`src/rtl/uart_rx_fifo.sv`:
```
// Oversampled UART receiver with majority-vote bit decisions and a first-word-fall-through receive FIFO.
// Optional line-break detection is built when UART_RX_BREAK_DETECT_EN is defined.
module uart_rx_fifo #(
  parameter int CLK_FREQ   = 50_000_000,
  parameter int BAUD_RATE  = 115200,
  parameter int OVERSAMPLE = 16,
  parameter int DATA_BITS  = 8,
  parameter int PARITY     = 0,
  parameter int STOP_BITS  = 1,
  parameter int FIFO_DEPTH = 16
) (
  input  logic                          clock,
  input  logic                          reset,
  input  logic                          rx_serial,
  output logic [DATA_BITS-1:0]          rd_data,
  output logic                          rd_frame_err,
  output logic                          rd_parity_err,
  output logic                          rd_valid,
  input  logic                          rd_ready,
  output logic [$clog2(FIFO_DEPTH):0]   fifo_count,
  output logic                          overrun,
  input  logic                          clear_errors,
  output logic                          break_detect,
  output logic [3:0]                    db_estado
);

  localparam int DIV_RAW = CLK_FREQ / (BAUD_RATE * OVERSAMPLE);
  localparam int DIV     = (DIV_RAW < 1) ? 1 : DIV_RAW;
  localparam int DW      = (DIV > 1) ? $clog2(DIV) : 1;
  localparam int TW      = $clog2(OVERSAMPLE);
  localparam int AW      = $clog2(FIFO_DEPTH);
  localparam int CW      = AW + 1;
  localparam int EW      = DATA_BITS + 2;
  localparam int BW      = 4;

  typedef enum logic [3:0] {
    S_IDLE   = 4'd0,
    S_START  = 4'd1,
    S_DATA   = 4'd2,
    S_PARITY = 4'd3,
    S_STOP   = 4'd4
`ifdef UART_RX_BREAK_DETECT_EN
    ,
    S_BRKWAIT = 4'd5
`endif
  } state_t;

  state_t r_state;
  state_t w_state_nxt;

  logic [DW-1:0]        r_div_cnt;
  logic                 w_tick;
  logic                 r_sync1;
  logic                 r_sync2;
  logic                 r_rxs_d;
  logic                 w_rxs;
  logic                 w_fall;
  logic [TW-1:0]        r_tick_cnt;
  logic                 r_s0;
  logic                 r_s1;
  logic                 w_samp0;
  logic                 w_samp1;
  logic                 w_decide;
  logic                 w_bit;
  logic [BW-1:0]        r_bit_cnt;
  logic                 w_last_data;
  logic                 w_last_stop;
  logic [DATA_BITS-1:0] r_shift;
  logic                 w_par_ok;
  logic                 r_par_err;
  logic                 r_frame_err;
  logic                 w_push_req;
  logic                 r_push;
  logic [EW-1:0]        r_push_entry;

  // Tick divider free-runs from reset; a tick lasts one clock.
  assign w_tick = (r_div_cnt == DW'(DIV - 1));

  always_ff @(posedge clock or negedge reset) begin
    if (!reset) begin
      r_div_cnt <= '0;
    end else if (w_tick) begin
      r_div_cnt <= '0;
    end else begin
      r_div_cnt <= r_div_cnt + DW'(1);
    end
  end

  always_ff @(posedge clock or negedge reset) begin
    if (!reset) begin
      r_sync1 <= 1'b1;
      r_sync2 <= 1'b1;
      r_rxs_d <= 1'b1;
    end else begin
      r_sync1 <= rx_serial;
      r_sync2 <= r_sync1;
      r_rxs_d <= r_sync2;
    end
  end

  assign w_rxs  = r_sync2;
  assign w_fall = r_rxs_d & ~w_rxs;

  // Three samples around mid-bit; the third tick is the decision point for the bit.
  assign w_samp0  = w_tick && (r_tick_cnt == TW'(OVERSAMPLE / 2 - 1));
  assign w_samp1  = w_tick && (r_tick_cnt == TW'(OVERSAMPLE / 2));
  assign w_decide = w_tick && (r_tick_cnt == TW'(OVERSAMPLE / 2 + 1));
  assign w_bit    = (r_s0 & r_s1) | (r_s0 & w_rxs) | (r_s1 & w_rxs);

  assign w_last_data = (r_bit_cnt == BW'(DATA_BITS - 1));
  assign w_last_stop = (r_bit_cnt == BW'(STOP_BITS - 1));
  assign w_par_ok    = (PARITY == 1) ? (^r_shift ^ w_bit) : ~(^r_shift ^ w_bit);

`ifdef UART_RX_BREAK_DETECT_EN
  logic r_all_zero;
  logic w_break_req;
  logic r_break;

  always_ff @(posedge clock or negedge reset) begin
    if (!reset) begin
      r_all_zero <= 1'b1;
      r_break    <= 1'b0;
    end else begin
      r_break <= w_break_req;
      if (r_state == S_IDLE && w_fall) begin
        r_all_zero <= 1'b1;
      end else if (w_decide && w_bit) begin
        r_all_zero <= 1'b0;
      end
    end
  end

  assign break_detect = r_break;
`else
  assign break_detect = 1'b0;
`endif

  always_ff @(posedge clock or negedge reset) begin
    if (!reset) begin
      r_state <= S_IDLE;
    end else begin
      r_state <= w_state_nxt;
    end
  end

  always_comb begin
    w_state_nxt = r_state;
    w_push_req  = 1'b0;
`ifdef UART_RX_BREAK_DETECT_EN
    w_break_req = 1'b0;
`endif
    case (r_state)
      S_IDLE: begin
        if (w_fall) w_state_nxt = S_START;
      end
      S_START: begin
        if (w_decide) w_state_nxt = w_bit ? S_IDLE : S_DATA;
      end
      S_DATA: begin
        if (w_decide && w_last_data) w_state_nxt = (PARITY != 0) ? S_PARITY : S_STOP;
      end
      S_PARITY: begin
        if (w_decide) w_state_nxt = S_STOP;
      end
      S_STOP: begin
        if (w_decide && w_last_stop) begin
`ifdef UART_RX_BREAK_DETECT_EN
          if (r_all_zero && !w_bit) begin
            w_state_nxt = S_BRKWAIT;
            w_break_req = 1'b1;
          end else begin
            w_state_nxt = S_IDLE;
            w_push_req  = 1'b1;
          end
`else
          w_state_nxt = S_IDLE;
          w_push_req  = 1'b1;
`endif
        end
      end
`ifdef UART_RX_BREAK_DETECT_EN
      S_BRKWAIT: begin
        // Leave only after a full bit time of continuous idle-high line.
        if (w_tick && w_rxs && r_tick_cnt == TW'(OVERSAMPLE - 1)) w_state_nxt = S_IDLE;
      end
`endif
      default: w_state_nxt = S_IDLE;
    endcase
  end

  assign db_estado = r_state;

  always_ff @(posedge clock or negedge reset) begin
    if (!reset) begin
      r_tick_cnt   <= '0;
      r_s0         <= 1'b1;
      r_s1         <= 1'b1;
      r_bit_cnt    <= '0;
      r_shift      <= '0;
      r_par_err    <= 1'b0;
      r_frame_err  <= 1'b0;
      r_push       <= 1'b0;
      r_push_entry <= '0;
    end else begin
      r_push <= w_push_req;
      // The final stop bit is folded into the entry directly; r_frame_err lags it by a clock.
      if (w_push_req) r_push_entry <= {r_par_err, r_frame_err | ~w_bit, r_shift};

      if (r_state == S_IDLE && w_fall) begin
        r_tick_cnt <= '0;
`ifdef UART_RX_BREAK_DETECT_EN
      end else if (r_state == S_BRKWAIT && !w_rxs) begin
        r_tick_cnt <= '0;
      end else if (w_break_req) begin
        r_tick_cnt <= '0;
`endif
      end else if (w_tick) begin
        r_tick_cnt <= (r_tick_cnt == TW'(OVERSAMPLE - 1)) ? '0 : r_tick_cnt + TW'(1);
      end

      if (w_samp0) r_s0 <= w_rxs;
      if (w_samp1) r_s1 <= w_rxs;

      if (r_state == S_IDLE && w_fall) begin
        r_bit_cnt   <= '0;
        r_par_err   <= 1'b0;
        r_frame_err <= 1'b0;
      end else if (w_decide) begin
        case (r_state)
          S_DATA: begin
            r_shift   <= {w_bit, r_shift[DATA_BITS-1:1]};
            r_bit_cnt <= w_last_data ? '0 : r_bit_cnt + BW'(1);
          end
          S_PARITY: r_par_err <= ~w_par_ok;
          S_STOP: begin
            r_bit_cnt <= r_bit_cnt + BW'(1);
            if (!w_bit) r_frame_err <= 1'b1;
          end
          default: ;
        endcase
      end
    end
  end

  // Read port: rd_valid/rd_data are the registered head; an entry pops on the edge where rd_valid && rd_ready.
  logic [EW-1:0] r_mem [FIFO_DEPTH];
  logic [AW-1:0] r_wr_ptr;
  logic [AW-1:0] r_rd_ptr;
  logic [CW-1:0] r_count;
  logic [EW-1:0] r_head;
  logic          r_rd_valid;
  logic          r_overrun;
  logic          w_full;
  logic          w_pop;
  logic          w_wr;
  logic          w_ovf;
  logic [AW-1:0] w_rd_ptr_nxt;
  logic [CW-1:0] w_cnt_after_pop;

  assign w_full          = (r_count == CW'(FIFO_DEPTH));
  assign w_pop           = r_rd_valid & rd_ready;
  assign w_wr            = r_push & (~w_full | w_pop);
  assign w_ovf           = r_push & w_full & ~w_pop;
  assign w_rd_ptr_nxt    = w_pop ? r_rd_ptr + AW'(1) : r_rd_ptr;
  assign w_cnt_after_pop = r_count - CW'(w_pop);

  always_ff @(posedge clock) begin
    if (w_wr) r_mem[r_wr_ptr] <= r_push_entry;
  end

  always_ff @(posedge clock or negedge reset) begin
    if (!reset) begin
      r_wr_ptr   <= '0;
      r_rd_ptr   <= '0;
      r_count    <= '0;
      r_head     <= '0;
      r_rd_valid <= 1'b0;
      r_overrun  <= 1'b0;
    end else begin
      if (w_wr) r_wr_ptr <= r_wr_ptr + AW'(1);
      r_rd_ptr <= w_rd_ptr_nxt;
      r_count  <= r_count + CW'(w_wr) - CW'(w_pop);
      // A word written this edge reaches the head register one edge later.
      r_rd_valid <= (w_cnt_after_pop != '0);
      if (w_cnt_after_pop != '0) r_head <= r_mem[w_rd_ptr_nxt];
      if (w_ovf) begin
        r_overrun <= 1'b1;
      end else if (clear_errors) begin
        r_overrun <= 1'b0;
      end
    end
  end

  assign rd_data       = r_head[DATA_BITS-1:0];
  assign rd_frame_err  = r_head[DATA_BITS];
  assign rd_parity_err = r_head[DATA_BITS+1];
  assign rd_valid      = r_rd_valid;
  assign fifo_count    = r_count;
  assign overrun       = r_overrun;

endmodule

```
`config.mk`:
```
export PLATFORM = sky130hd
export DESIGN_NAME = uart_rx_fifo
export DESIGN_NICKNAME = d
export VERILOG_FILES = /design/src/rtl/uart_rx_fifo.sv
export SDC_FILE = /design/constraint.sdc
export NUM_CORES = 1
export LEC_CHECK = 0
export BUFFER_PORTS_ARGS = -buffer_cell sky130_fd_sc_hd__buf_2
export CAP_MARGIN = 20
export CORE_ASPECT_RATIO = 0.5
export CORE_MARGIN = 4
export CORE_UTILIZATION = 40
export DETAILED_ROUTE_END_ITERATION = 8
export PLACE_DENSITY = 0.58
export SETUP_SLACK_MARGIN = 0.5
export SLEW_MARGIN = 20
export SYNTH_ARGS = -nofsm -noshare
export SYNTH_HDL_FRONTEND = slang
export SYNTH_SLANG_ARGS = --single-unit
```
`constraint.sdc`:
```
create_clock -name clock -period 4.7 [get_ports clock]
set_input_delay 0.47 -clock clock [delete_from_list [all_inputs] [get_ports clock]]
set_output_delay 0.47 -clock clock [all_outputs]
set_load 0.01 [all_outputs]
```
==> summary.md <==
| Metric | Value |
|---|---|
| DP Area | `10100 sq um` |
| Placed insts | `980` |
| Max-slew headroom | `0.388` |
| Final Instance Area | `10800 sq um` |
| I/O pins | `27` |
| Critical Path, Cell by Cell | `ha_1 -> and3_4 -> a21oi_4 -> buf_4 -> mux2_2 -> o221ai_1 -> o221ai_1` |
| Antenna Cells | `0` |
| Peak VDD IR | `0.000226 V` |
| Min Hold Slack | `between 0.06 and 0.07 ns` |
| Hold Path Cell Cnt | `1` |
| Skew final | `~0.023 ns` |
| CP max FO | `24` |
| Post-synthesis register bit count | `approximately 230` |
| Count leader, synth | `edfxtp_1` |
| Share of cells above drive strength 1 | `0.184` |
| Prevailing post-synth register cell | `edfxtp_1` |
| Leak Pwr | `approximately 4.6 nW` |
| Non-filler cells, final | `1020` |
| P per Cell Area | `523 nW/um^2` |
| Largest net degree at the start of global routing | `68` |
| Reg2reg setup slack | `1.78 ns` |
| WL final | `about 20000 um` |
| Pwr Total | `5.66 mW` |
| Slew Limit Fails | `0` |
| Post-synth EDFFs | `160` |
| Die ar. | `27000 sq um` |
| Core Box Area | `between 20000 and 25000 sq um` |
| Total CTS buffers | `22` |
| Floorplan row count | `40` |
| Post-route DRC | `0` |
| Via Count | `between 5000 and 6000` |
| Initial antenna violation count | `0` |
| H-tree depth | `1` |
| Hold-fix buffers, CTS | `0` |
| # resized after CTS | `0` |
| F_max | `~340 MHz` |
| Worst path most repeated cell | `o221ai_1` |
| Slowest CP cell | `a21oi_4` |
| R2r worst-path depth | `7` |
| Clock Root Buffer | `clkbuf_16` |
| Worst-case hold path end point | `r_sync1$_DFF_PN1_` |
| CTS tree | `done` |
| Crit. End Element | `register` |
| Skew-Pair Late Insertion Delay | `0.51 ns` |
| Gr ovfl total | `0` |
| Post-place setup slack | `1.77 ns` |
| Post-layout util | `0.452` |
| Critical path's top delay family | `compound AO/OA/AOI/OAI gates` |
| CTS Sinks | `227` |
| DP HPWL | `around 13000 um` |
| Die X | `roughly 230 um` |
| Gpl congestion | `between 0.7 and 0.8` |
| Async SR Flop Fraction | `0.295` |
| Syn Area/Cell | `14.7 sq um` |
| Critical Path AT | `3.28 ns` |
| Initial core utilization | `0.406` |
| Post-CTS Setup Inserts | `0` |
| Cell variety after synth | `62` |
| Worst Hold Class | `primary input to register` |
| Clock transition at path regs | `0.06 ns` |
| Cell count after synthesis | `662` |
| All-layer global routing usage | `0.150` |
| Worst setup margin | `1.78 ns` |
| RSZ-0062 raised after global routing | `no` |
| Final setup fails | `0` |
| Seq/Total Area, Yosys | `0.667` |
| CP max stage delay | `between 0.6 and 0.7 ns` |
| Max-cap violation count | `0` |
| Final-report hold violation count | `0` |
| Global-route wire length before repair | `between 30000 and 40000 um` |
| Post-layout nets | `just over 700` |
| Area delta synth->final | `11.3%` |
| Period utilisation layout | `0.622` |
| Worst-Margin Slew | `0.916 ns` |
| Outcome | `finished, final reports clean` |
| DR vias/cell | `around 5.3` |
| Die Y | `118 um` |
| DRT iter0 DRCs | `369` |
| Worst r2r src | `r_rd_ptr[1]$_DFF_PN0_` |
| Worst Setup Path Type | `register to register` |
| Vias in the first global route | `5502` |
| Syn Std Cell Area | `9730 sq um` |
| Total iterations of the first detailed-routing run | `5` |
| Detail Route Antenna Nets | `0` |
| Startpoint types | `register` |
| Buf/Inv on CP | `1` |
| Reg-to-Reg End | `r_head[9]$_DFFE_PN0P_` |
| Clock buffer depth | `3` |
| Synth cell count leaders | `edfxtp_1, dfrtp_1, mux2_2` |
| HP Start | `rx_serial` |
| Synth top area share | `0.494` |
| Post-layout min period | `2.92 ns` |
| Synth top area cells | `edfxtp_1, dfrtp_1, mux2_2, ha_1, a211oi_1` |
| Warnings, synthesis | `0` |
| WP data required | `5.06 ns` |
| Routed len/inst | `20.0 um` |
| Synth area leader | `edfxtp_1` |
| Port buffer count | `24` |
| TNS Setup | `0 ns` |
| Fill count | `2103` |
## state kept, by name (all words and copies together), names as in the netlist, 5 cells and up
register / count
r_mem: 160
r_head: 10
r_push_entry: 10
r_shift: 8
fifo_count: 5
r_div_cnt: 5
## placed cells by master (no fill, tap or decap), drive strengths merged, types with 4 or more instances in the layout
| cell | synthesis | routed |
|---|---|---|
| ha | 21 | 21 |
| inv | 35 | 35 |
| nor2 | 29 | 29 |
| clkbuf | 12 | 31 |
| dfstp | 5 | 5 |
| nand4 | 4 | 4 |
| buf | 17 | 31 |
| nor3 | 16 | 16 |
| xor2 | 7 | 7 |
| edfxtp | 160 | 160 |
| a211oi | 31 | 31 |
| xnor2 | 19 | 19 |
| a22oi | 9 | 9 |
| mux2i | 22 | 22 |
| nand3 | 12 | 12 |
| and3 | 33 | 33 |
| o21ai | 14 | 14 |
| mux2 | 49 | 49 |
| nand2 | 18 | 18 |
| dfrtp | 62 | 62 |
| clkinv | 0 | 8 |
| o2111ai | 10 | 10 |
| and2 | 17 | 17 |
| a21oi | 13 | 13 |
| o221ai | 19 | 19 |
## report_power, final
part	switching, mW	internal (mW)	leakage, nW
clock	0.729	0.972	0.338
sequential	0.133	2.23	2.71
combinational	0.984	0.617	1.53
## cell type report
type / instances / area, sq um / share of cell area
repair buffers: 31 / 175 / 0.0162
clock inverters: 9 / 76.3 / 0.00705
inverters: 35 / 131 / 0.0121
clock buffers: 31 / 616 / 0.0568
flip-flops and latches: 227 / 6490 / 0.599
multi-input cells: 372 / 2950 / 0.272
well taps: 315 / 394 / 0.0364
## worst max path at each step
stage	slack, ns	depth (start not counted)	startpoint	to
5_1_grt	1.63	15	fifo_count[2]$_DFF_PN0_	fifo_count[4]$_DFF_PN0_
3_3_place_gp	1.83	15	rd_ready	fifo_count[4]$_DFF_PN0_
6_report	1.78	7	r_rd_ptr[1]$_DFF_PN0_	r_head[9]$_DFFE_PN0P_
2_1_floorplan	2.12	16	rd_ready	fifo_count[4]$_DFF_PN0_
3_5_place_dp	1.77	7	r_rd_ptr[1]$_DFF_PN0_	r_head[5]$_DFFE_PN0P_
4_1_cts	1.75	7	r_rd_ptr[1]$_DFF_PN0_	r_head[5]$_DFFE_PN0P_
## cell families (layout without fill, tap and decap cells)
kind of cell,Yosys count,after routing,share of synthesized area
and+or+nand+nor,140,140,0.0789
buffers and inverters,64,106,0.0307
adders and majority gates,22,22,0.0291
muxes,71,71,0.0828
AOI/OAI and AO/OA,111,111,0.0882
DFF,227,227,0.667
other,1,2,0.000385
xor gates and xnor gates,26,26,0.0234
## layer usage
layer | vias to the layer above | track usage | wire length, um
li1 | 2562 | - | -
met1 | 2752 | 0.222 | 9990
met2 | 94 | 0.233 | 9200
met3 | 27 | 0.0255 | 753
met4 | 0 | 0.0355 | 413
met5 | - | 0 | 0
(Power assumes the default switching activity.)
